**config.mk**
```make
export PLATFORM = sky130hd
export DESIGN_NAME = equiv_stim_gen
export DESIGN_NICKNAME = d
export VERILOG_FILES = /design/src/rtl/equiv_pkg.sv /design/src/rtl/equiv_lfsr.sv /design/src/rtl/equiv_stim_gen.sv
export SDC_FILE = /design/constraint.sdc
export NUM_CORES = 1
export LEC_CHECK = 0
export BUFFER_PORTS_ARGS = -buffer_cell sky130_fd_sc_hd__buf_4
export CAP_MARGIN = 20
export CORE_MARGIN = 3
export CORE_UTILIZATION = 25
export DETAILED_ROUTE_END_ITERATION = 16
export PLACE_DENSITY = 0.58
export SYNTH_ARGS = -nofsm -noshare
export SYNTH_HDL_FRONTEND = slang
export SYNTH_HIERARCHICAL = 1
export SYNTH_SLANG_ARGS = --single-unit
```
**constraint.sdc**
```tcl
create_clock -name clk -period 5.26 [get_ports clk]
set_input_delay 0.526 -clock clk [delete_from_list [all_inputs] [get_ports clk]]
set_output_delay 0.526 -clock clk [all_outputs]
set_load 0.03 [all_outputs]
```
**src/rtl/equiv_pkg.sv**
```systemverilog
// equiv_pkg
//   Shared constants for the equivalence-harness stimulus generator.
//   - LFSR geometry and feedback taps
//   - stimulus slice widths/offsets for wire0..wire3
//   - DUT output width and the generator state enum
package equiv_pkg;

  localparam int LFSR_W = 40;
  localparam int Y_W    = 91;

  // Feedback taps as polynomial exponents: x^40 + x^38 + x^21 + x^19 + 1
  localparam int TAP_0 = 40;
  localparam int TAP_1 = 38;
  localparam int TAP_2 = 21;
  localparam int TAP_3 = 19;

  localparam int W0_LSB = 0;
  localparam int W0_W   = 4;
  localparam int W1_LSB = 4;
  localparam int W1_W   = 13;
  localparam int W2_LSB = 17;
  localparam int W2_W   = 4;
  localparam int W3_LSB = 21;
  localparam int W3_W   = 12;

  // Only the low LFSR bits feed the DUT inputs.
  localparam int STIM_W = W3_LSB + W3_W;

  typedef enum logic [1:0] {
    ST_IDLE  = 2'd0,
    ST_RUN   = 2'd1,
    ST_DRAIN = 2'd2,
    ST_DONE  = 2'd3
  } state_e;

  function automatic logic [LFSR_W-1:0] lfsr_next(input logic [LFSR_W-1:0] cur);
    logic fb;
    fb = cur[TAP_0-1] ^ cur[TAP_1-1] ^ cur[TAP_2-1] ^ cur[TAP_3-1];
    return {cur[LFSR_W-2:0], fb};
  endfunction

endpackage

```
**src/rtl/equiv_lfsr.sv**
```systemverilog
// equiv_lfsr
//   40-bit maximal Fibonacci LFSR used as the stimulus source.
//   Ports:
//     clk, rst_n  clock / async active-low reset (resets to all-ones)
//     load        load seed on next edge (all-zero seed becomes all-ones)
//     step        advance one position on next edge
//     seed        seed value
//     stim        low STIM_W bits of the current state
module equiv_lfsr
  import equiv_pkg::*;
(
  input  logic              clk,
  input  logic              rst_n,
  input  logic              load,
  input  logic              step,
  input  logic [LFSR_W-1:0] seed,
  output logic [STIM_W-1:0] stim
);

  logic [LFSR_W-1:0] lfsr_d, lfsr_q;

  always_comb begin
    lfsr_d = lfsr_q;
    if (load) begin
      // All-zero is the lock-up state of an XOR LFSR.
      lfsr_d = (seed == '0) ? '1 : seed;
    end else if (step) begin
      lfsr_d = lfsr_next(lfsr_q);
    end
  end

  always_ff @(posedge clk or negedge rst_n) begin
    if (!rst_n) begin
      lfsr_q <= '1;
    end else begin
      lfsr_q <= lfsr_d;
    end
  end

  assign stim = lfsr_q[STIM_W-1:0];

endmodule

```
**src/rtl/equiv_stim_gen.sv**
```systemverilog
// equiv_stim_gen
//   Drives pseudo-random vectors into two DUT copies and scores their outputs.
//   Ports:
//     clk, rst_n        clock / async active-low reset
//     start             begin a run (accepted in IDLE/DONE only)
//     seed_load, seed   reseed the LFSR (accepted in IDLE/DONE only)
//     num_vec           vectors per run, captured on start
//     wire0..wire3      registered stimulus slices of the LFSR
//     y_1, y_2          outputs of the two DUT copies
//     busy, done        run in progress / run finished (held until next start)
//     fail, fail_idx    sticky mismatch flag and index of first mismatching vector
//     vec_cnt           vectors issued this run
//
//   state    | meaning
//   ---------+----------------------------------------------------------
//   ST_IDLE  | after reset, waiting for start
//   ST_RUN   | issuing one vector per cycle
//   ST_DRAIN | no new vectors; waiting for the last responses to be scored
//   ST_DONE  | run complete, results held until the next start
module equiv_stim_gen
  import equiv_pkg::*;
#(
  parameter int CNT_W   = 16,
  parameter int DUT_LAT = 1
) (
  input  logic                     clk,
  input  logic                     rst_n,
  input  logic                     start,
  input  logic                     seed_load,
  input  logic [LFSR_W-1:0]        seed,
  input  logic [CNT_W-1:0]         num_vec,
  output logic signed [W0_W-1:0]   wire0,
  output logic [W1_W-1:0]          wire1,
  output logic signed [W2_W-1:0]   wire2,
  output logic signed [W3_W-1:0]   wire3,
  input  logic [Y_W-1:0]           y_1,
  input  logic [Y_W-1:0]           y_2,
  output logic                     busy,
  output logic                     done,
  output logic                     fail,
  output logic [CNT_W-1:0]         fail_idx,
  output logic [CNT_W-1:0]         vec_cnt
);

  localparam int DRN_W = $clog2(DUT_LAT + 1);

  state_e                      state_d, state_q;
  logic [CNT_W-1:0]            num_vec_d, num_vec_q;
  logic [CNT_W-1:0]            vec_cnt_d, vec_cnt_q;
  logic [DRN_W-1:0]            drain_d, drain_q;
  logic signed [W0_W-1:0]      wire0_d, wire0_q;
  logic [W1_W-1:0]             wire1_d, wire1_q;
  logic signed [W2_W-1:0]      wire2_d, wire2_q;
  logic signed [W3_W-1:0]      wire3_d, wire3_q;
  logic                        fail_d, fail_q;
  logic [CNT_W-1:0]            fail_idx_d, fail_idx_q;
  logic                        busy_d, busy_q;
  logic                        done_d, done_q;
  // Stage 0 tags the vector currently on wire*; stage DUT_LAT lines up with y_1/y_2.
  logic [DUT_LAT:0]            tag_vld_d, tag_vld_q;
  logic [DUT_LAT:0][CNT_W-1:0] tag_idx_d, tag_idx_q;

  logic                        lfsr_load, lfsr_step;
  logic [STIM_W-1:0]           lfsr_stim;
  logic [CNT_W-1:0]            vec_cnt_inc;

  equiv_lfsr u_lfsr (
    .clk   (clk),
    .rst_n (rst_n),
    .load  (lfsr_load),
    .step  (lfsr_step),
    .seed  (seed),
    .stim  (lfsr_stim)
  );

  assign vec_cnt_inc = vec_cnt_q + CNT_W'(1);

  always_comb begin
    state_d    = state_q;
    num_vec_d  = num_vec_q;
    vec_cnt_d  = vec_cnt_q;
    drain_d    = drain_q;
    wire0_d    = wire0_q;
    wire1_d    = wire1_q;
    wire2_d    = wire2_q;
    wire3_d    = wire3_q;
    fail_d     = fail_q;
    fail_idx_d = fail_idx_q;
    lfsr_load  = 1'b0;
    lfsr_step  = 1'b0;
    tag_vld_d  = {tag_vld_q[DUT_LAT-1:0], 1'b0};
    tag_idx_d  = {tag_idx_q[DUT_LAT-1:0], vec_cnt_q};

    if (tag_vld_q[DUT_LAT] && (y_1 != y_2) && !fail_q) begin
      fail_d     = 1'b1;
      fail_idx_d = tag_idx_q[DUT_LAT];
    end

    unique case (state_q)
      ST_IDLE, ST_DONE: begin
        lfsr_load = seed_load;
        if (start) begin
          num_vec_d  = num_vec;
          vec_cnt_d  = '0;
          fail_d     = 1'b0;
          fail_idx_d = '0;
          state_d    = (num_vec == '0) ? ST_DONE : ST_RUN;
        end
      end
      ST_RUN: begin
        lfsr_step    = 1'b1;
        wire0_d      = lfsr_stim[W0_LSB +: W0_W];
        wire1_d      = lfsr_stim[W1_LSB +: W1_W];
        wire2_d      = lfsr_stim[W2_LSB +: W2_W];
        wire3_d      = lfsr_stim[W3_LSB +: W3_W];
        vec_cnt_d    = vec_cnt_inc;
        tag_vld_d[0] = 1'b1;
        if (vec_cnt_inc == num_vec_q) begin
          state_d = ST_DRAIN;
          drain_d = DRN_W'(DUT_LAT);
        end
      end
      ST_DRAIN: begin
        // DUT_LAT cycles of DUT latency plus one for the scoring register,
        // so fail is final on the same edge done rises.
        if (drain_q == '0) begin
          state_d = ST_DONE;
        end else begin
          drain_d = drain_q - DRN_W'(1);
        end
      end
      default: state_d = ST_IDLE;
    endcase

    busy_d = (state_d == ST_RUN) || (state_d == ST_DRAIN);
    done_d = (state_d == ST_DONE);
  end

  always_ff @(posedge clk or negedge rst_n) begin
    if (!rst_n) begin
      state_q    <= ST_IDLE;
      num_vec_q  <= '0;
      vec_cnt_q  <= '0;
      drain_q    <= '0;
      wire0_q    <= '0;
      wire1_q    <= '0;
      wire2_q    <= '0;
      wire3_q    <= '0;
      fail_q     <= 1'b0;
      fail_idx_q <= '0;
      busy_q     <= 1'b0;
      done_q     <= 1'b0;
      tag_vld_q  <= '0;
      tag_idx_q  <= '0;
    end else begin
      state_q    <= state_d;
      num_vec_q  <= num_vec_d;
      vec_cnt_q  <= vec_cnt_d;
      drain_q    <= drain_d;
      wire0_q    <= wire0_d;
      wire1_q    <= wire1_d;
      wire2_q    <= wire2_d;
      wire3_q    <= wire3_d;
      fail_q     <= fail_d;
      fail_idx_q <= fail_idx_d;
      busy_q     <= busy_d;
      done_q     <= done_d;
      tag_vld_q  <= tag_vld_d;
      tag_idx_q  <= tag_idx_d;
    end
  end

  assign wire0    = wire0_q;
  assign wire1    = wire1_q;
  assign wire2    = wire2_q;
  assign wire3    = wire3_q;
  assign busy     = busy_q;
  assign done     = done_q;
  assign fail     = fail_q;
  assign fail_idx = fail_idx_q;
  assign vec_cnt  = vec_cnt_q;

endmodule

```
* After elaboration in Yosys (flattened, before gate mapping) *
Cells that the tools add are included.

word-level totals
  flip-flop bits (word level) = 161
  input port bits = 242
  logic and storage cells = 66

cells by class
  equal/unequal tests = 10
  reduce and logical (&&, ||, !) cells = 14
  bitwise logic cells = 3
  muxes and demuxes = 21
  add/subtract/negate cells = 2

operators with widths
  cell                                           count
  two-way mux 40 bit                             3
  != test 91 bit                                 1
  two-way mux 16 bit                             4
  logical NOT 40 bit                             1
  one-hot mux 16 bit (2 select lines)            1
  adder 16 x 1 -> 16 bit, second input constant  1
  == test 16 bit                                 1
  logical NOT 16 bit                             1
  == test 2 bit, second input constant           4
  two-way mux 2 bit                              4
  two-way mux 1 bit                              7
  one-hot mux 2 bit (3 select lines)             1
  AND reduction 2 bit                            3
  nonzero test 2 bit                             3
  == test 2 x 1 -> 1 bit, second input constant  2
  != test 2 bit, second input constant           2
  bitwise XOR 1 bit                              3
  logical AND 1 bit                              2
  logical NOT 2 bit                              1
  one-hot mux 1 bit (2 select lines)             1
  OR reduction 2 bit                             1
  logical NOT 1 bit                              1
  logical OR 1 bit                               1
  subtractor 1 bit, second input constant        1

* Logic depth before layout (Yosys ltp) *
  word-level depth = 6
  depth in mapped cells = 10
  mapped depth without buffers = 9

* Modules after synthesis *
Netlist, hierarchy kept.

modules (own cells, without submodules)
  module          cells each  area an instance (µm²)  times used  seq. area each (µm²)
  equiv_stim_gen  548         6214.7                  1           3027.9
  equiv_lfsr      272         2493.6                  1           1051.0

* Worst setup path before layout *
OpenSTA, ideal clock, no wires.

  path type = flip-flop to flip-flop
  from = register vec_cnt_q[0] (netlist: vec_cnt[0])
  to = register busy_q (netlist: busy)
  setup slack = 2609 ps
  cell stages (with the launch flop) = 10
  required time = 5134 ps
  path buffers = 0
  arrival time = 2526 ps
  cell sequence = dfrtp_1 > ha_1 > nand3_2 > nor4_4 > o32ai_1 > a2111oi_2 > and4_4 > nand2_1 > a31o_2 > ha_1

on the way
  cells in the longest elaborated chain, start to end = 6
  elaborated cells on any way between the ends = 7
  those cells by class = add/sub (1); eq/ne (3); mux (2); reduce/logical (1)

RTL lines
  item                                                     RTL line               source
  from (decl)                                              equiv_stim_gen.sv:49   logic [CNT_W-1:0] vec_cnt_d, vec_cnt_q;
  from (signal assigned)                                   equiv_stim_gen.sv:158  vec_cnt_q <= vec_cnt_d;
  adder 16 x 1 -> 16 bit (*)                               equiv_stim_gen.sv:76   assign vec_cnt_inc = vec_cnt_q + CNT_W'(1);
  == test 16 bit (*)                                       equiv_stim_gen.sv:118  if (vec_cnt_inc == num_vec_q) begin
  two-way mux 2 bit (*)                                    equiv_stim_gen.sv:118
  one-hot mux 2 bit (3 select lines) (*)                   equiv_stim_gen.sv:99   unique case (state_q)
  == test 2 x 1 -> 1 bit or == test 2 bit (tied branches)  equiv_stim_gen.sv:135  busy_d = (state_d == ST_RUN) || (state_d == ST_DRAIN);
  logical OR 1 bit (*)                                     equiv_stim_gen.sv:135
  net busy_d                                               equiv_stim_gen.sv:57   logic busy_d, busy_q;
  to (signal assigned)                                     equiv_stim_gen.sv:166  busy_q <= busy_d;
  to (decl)                                                equiv_stim_gen.sv:57

Mark *: on every way through the listed nets, which the timed path passes. The rest lies on a longest branch.
A chain may end at the register's enable or synchronous reset.

* Worst setup path after layout *
  from = register vec_cnt_q[0] (netlist: vec_cnt[0])
  to = register busy_q (netlist: busy)

on the way
  cells in the longest elaborated chain, start to end = 6
  elaborated cells on any way between the ends = 7
  those cells by class = add/sub (1); eq/ne (3); mux (2); reduce/logical (1)

RTL lines
  item                                                     RTL line               source
  adder 16 x 1 -> 16 bit (*)                               equiv_stim_gen.sv:76
  == test 16 bit (*)                                       equiv_stim_gen.sv:118
  two-way mux 2 bit (*)                                    equiv_stim_gen.sv:118
  one-hot mux 2 bit (3 select lines) (*)                   equiv_stim_gen.sv:99
  net state_d[1]                                           equiv_stim_gen.sv:47   state_e state_d, state_q;
  == test 2 x 1 -> 1 bit or == test 2 bit (tied branches)  equiv_stim_gen.sv:135
  logical OR 1 bit (*)                                     equiv_stim_gen.sv:135
  net busy_d                                               equiv_stim_gen.sv:57

Marked as above.

==> impl_metrics.yaml <==
timing:
  fmax_ghz: 0.334
  setup_ws_ns: 2.27
  timing.slew.headroom_pct: 32.9
  fin_setup_tns_ns: 0
  finalCritPeriodShare_pct: 56.9
  clock_skew_ns: 0.0101
  hold_viol: 0
  worst_pin_slew_ns: 1.01
  fin_crit_ns: 2.99
  finalSetupViolations: 0
  maxSlewViolCount: 0
  rsz0062_at_grt: "false"
route:
  wirelength_um: 27600
  dr.pass1.iters: 5
  ant_nets: 0
  wl_per_cell_um: 18.2
  via_per_inst: 4.54
  drt-initial-drc-count: 311
  drc_errors: 0
  vias: 6873
worst_setup_path:
  rr_startpoint: "vec_cnt[0]"
  cpMostUsedCell: "ha_1"
  slowest_delay_ns: 0.54
  path_depth: 9
  reg2reg_to: "busy"
  required_ns: 5.58
  path_delay_family: "simple AND/OR/NAND/NOR gates"
  startpoint: "vec_cnt[0]"
  cp_data_arrival_time_ns: 3.32
  reg2reg_slack_ns: 2.27
  critPathLaunchType: "register"
  critPathBufInv: 0
  crit_type: "register to register"
  cp_cell_sequence: "ha_1 > nand3_2 > nor4_4 > o32ai_1 > a2111oi_2 > and4_4 > a21oi_1 > o21ai_0 > ha_1"
  cp_slowest_cell: "dfrtp_1"
  crit_path_end: "busy"
  reg2reg_depth: 9
  endpoint_kind: "register"
  path_max_fanout: 10
pwr:
  p_clk_share_pct: 21.3
  leakagePower_nw: 5.04
  swShare_pct: 38.3
  pwr_density_cell_mw_per_mm2: 516
  p_sw_w: 0.00230
  ir_drop_uv: 264
  power.internal_w: 0.00370
  power_frac_seq_pct: 35.9
  comb_power_share_pct: 42.8
grt:
  grt_pass1_wl_um: 40700
  grt_max_degree: 92
  first_global_vias: 7077
  grt.total_usage_pct: 14.4
  grt_overflow: 0
  antenna_found_initial: 0
logic_synthesis:
  yosysUniqueCellTypes: 56
  synthFlopType: "dfrtp_1"
  synth_xor_area_share_pct: 11.7
  synth_area_mm2: 0.00871
  netlist_instances: 820
  synth_top_area_share_pct: 34.8
  syn_avg_cell_area_um2: 10.6
  synth_top_family_by_area: "compound AO/OA/AOI/OAI gates"
  synth_seq_cells: 161
  yosysTopAreaCell: "dfrtp_1"
  synthAdderAreaFrac_pct: 0.575
  synth_area_leaders: "dfrtp_1 (35%), dfstp_2 (12%), xnor2_1 (10%)"
  synthMuxAreaShare_pct: 6.45
  synth_compound_area_share_pct: 13.3
  yosys_warnings: 6
  async_reset_ff_share_pct: 100
  synth.yosys.seq_area_share_pct: 46.8
  syn-num-nets: 1066
  synth-edff-count: 0
  synthSimpleGateAreaFrac_pct: 12.0
layout:
  fin_area_mm2: 0.0116
  seq_area_mm2: 0.00408
  fillers: 3427
  multiInputGateArea_mm2: 0.00385
  nets: 1300
  drive_above_1_share_pct: 42.8
  syn2layout_area_growth_pct: 33.7
  diodes: 0
placement:
  placed_area_mm2: 0.0110
  dpl.hpwl_um: 21400
  place_ws_ns: 2.14
  gp_congestion: 0.816
  place.port_buffers: 309
floorplanning:
  rows: 67
  coreArea_mm2: 0.0340
  start_util_pct: 25.6
  dieWidth_um: 193
  design.die.area_mm2: 0.0371
  ios: 310
  die_h_um: 193
clock_tree:
  htree_levels: 4
  cts_resized: 0
  numClockSinks: 161
  clkTransAtPathRegs_ns: 0.07
  clk_latency_ns: 0.43
  cts_tree: "done"
  clock-root-buffer: "clkbuf_16"
  ctsHoldBuffers: 0
  cts_buffer_depth: 2
  post_cts_buffers: 0
  cts_buffers: 17
flow_run:
  max_cap_viol_count: 0
min_path:
  hp-class: "input port to asynchronous set/reset pin"
run_status:
  run_status: "finished clean"
## power groups by stage
stage | clock [W] | sequential [W] | combinational [W]
final | 0.00128 | 0.00216 | 0.00257
after global routing | 0.00136 | 0.00223 | 0.00281
after CTS | 0.00132 | 0.00217 | 0.00260
after detailed placement | 0 | 0.00218 | 0.00259
after global placement | 0 | 0.00217 | 0.00253
after floorplan | 0 | 0.00234 | 0.00174
## worst min-delay path by stage
stage,start,to
floorplan,rst_n,busy
global placement,tag_idx_d[18],tag_idx_q[18]
detailed placement,tag_idx_d[17],tag_idx_q[17]
CTS,rst_n,wire1[6]
global route,rst_n,wire1[7]
finish,rst_n,wire1[7]
## layout make-up
type	count	share of cell area, %
Clock buffer	18	3.77
Clock inverter	14	1.44
Inverter	45	1.45
Multi-Input combinational cell	514	33.1
Sequential cell	161	35.0
Tap cell	448	4.81
Timing Repair Buffer	315	20.4
## through the flow
step                std cells  power (W)  hold slack (ns)  util, %
CTS                      1515    0.00609            0.156     34.3
finish                   1515    0.00601            0.122     34.3
global placement         1482    0.00470            0.334     32.5
floorplan                 820    0.00408            0.230        -
detailed placement       1483    0.00477            0.335     32.5
global route             1515    0.00641            0.194     34.3
## synth_stat cells, types with 22 or more instances
library cell and count:
dfstp_2 40, o21ai_0 25, buf_4 53, nand2_1 32, inv_1 45, mux2_2 49, nor2b_1 43, nor4_1 22
nand4_1 28, clkbuf_1 34, a31oi_1 41, dfrtp_1 121, xnor2_1 100, a211oi_1 39
## cells by family (layout without fill, tap and decap cells)
family,Yosys count,count (layout)
XOR/XNOR,116,116
AND/OR/NAND/NOR,175,175
flip-flops,161,161
buffers and inverters,145,392
adder cells (fa/ha/maj),4,4
multiplexers,50,50
AO/OA/AOI/OAI,169,169
## layer usage
layer	vias to the layer above	global-route usage, %	part of all wire [%]
met4	0	5.21	2.3
li1	3336	-	-
met5	-	0	0
met3	26	3.09	7.4
met2	243	25.6	50
met1	3268	17.1	40
## registers in the layout (all words and copies together), names as in the netlist
register and flops:
tag_idx_d 16, vec_cnt 16, num_vec_q 16, fail_idx 16, state_q 2, wire0 4
fail 1, drain_q 1, wire2 4, wire3 12, busy 1, tag_vld_q 2
wire1 13, u_lfsr/lfsr_q 40, done 1, tag_idx_q 16
## cells in the final DEF, fill, tap and decap left out, types with 3 or more instances in the layout
master      netlist  layout
buf_4            53     313
dfrtp_1         121     121
xnor2_1         100     100
mux2_2           49      49
inv_1            45      45
nor2b_1          43      43
a31oi_1          41      41
dfstp_2          40      40
a211oi_1         39      39
nand2_1          32      32
nand4_1          28      28
o21ai_0          25      25
nor4_1           22      22
o31ai_1          20      20
nor2_1           17      17
clkbuf_16         0      17
xor2_1           16      16
o211ai_1         16      16
a21oi_1          10      10
nand3_1           6       6
nor4_2            4       4
o41ai_1           4       4
inv_8             0       4
nand2b_1          3       3
ha_1              4       3
clkinvlp_4        0       3
inv_6             0       3
Power figures use the tool's default switching activity.
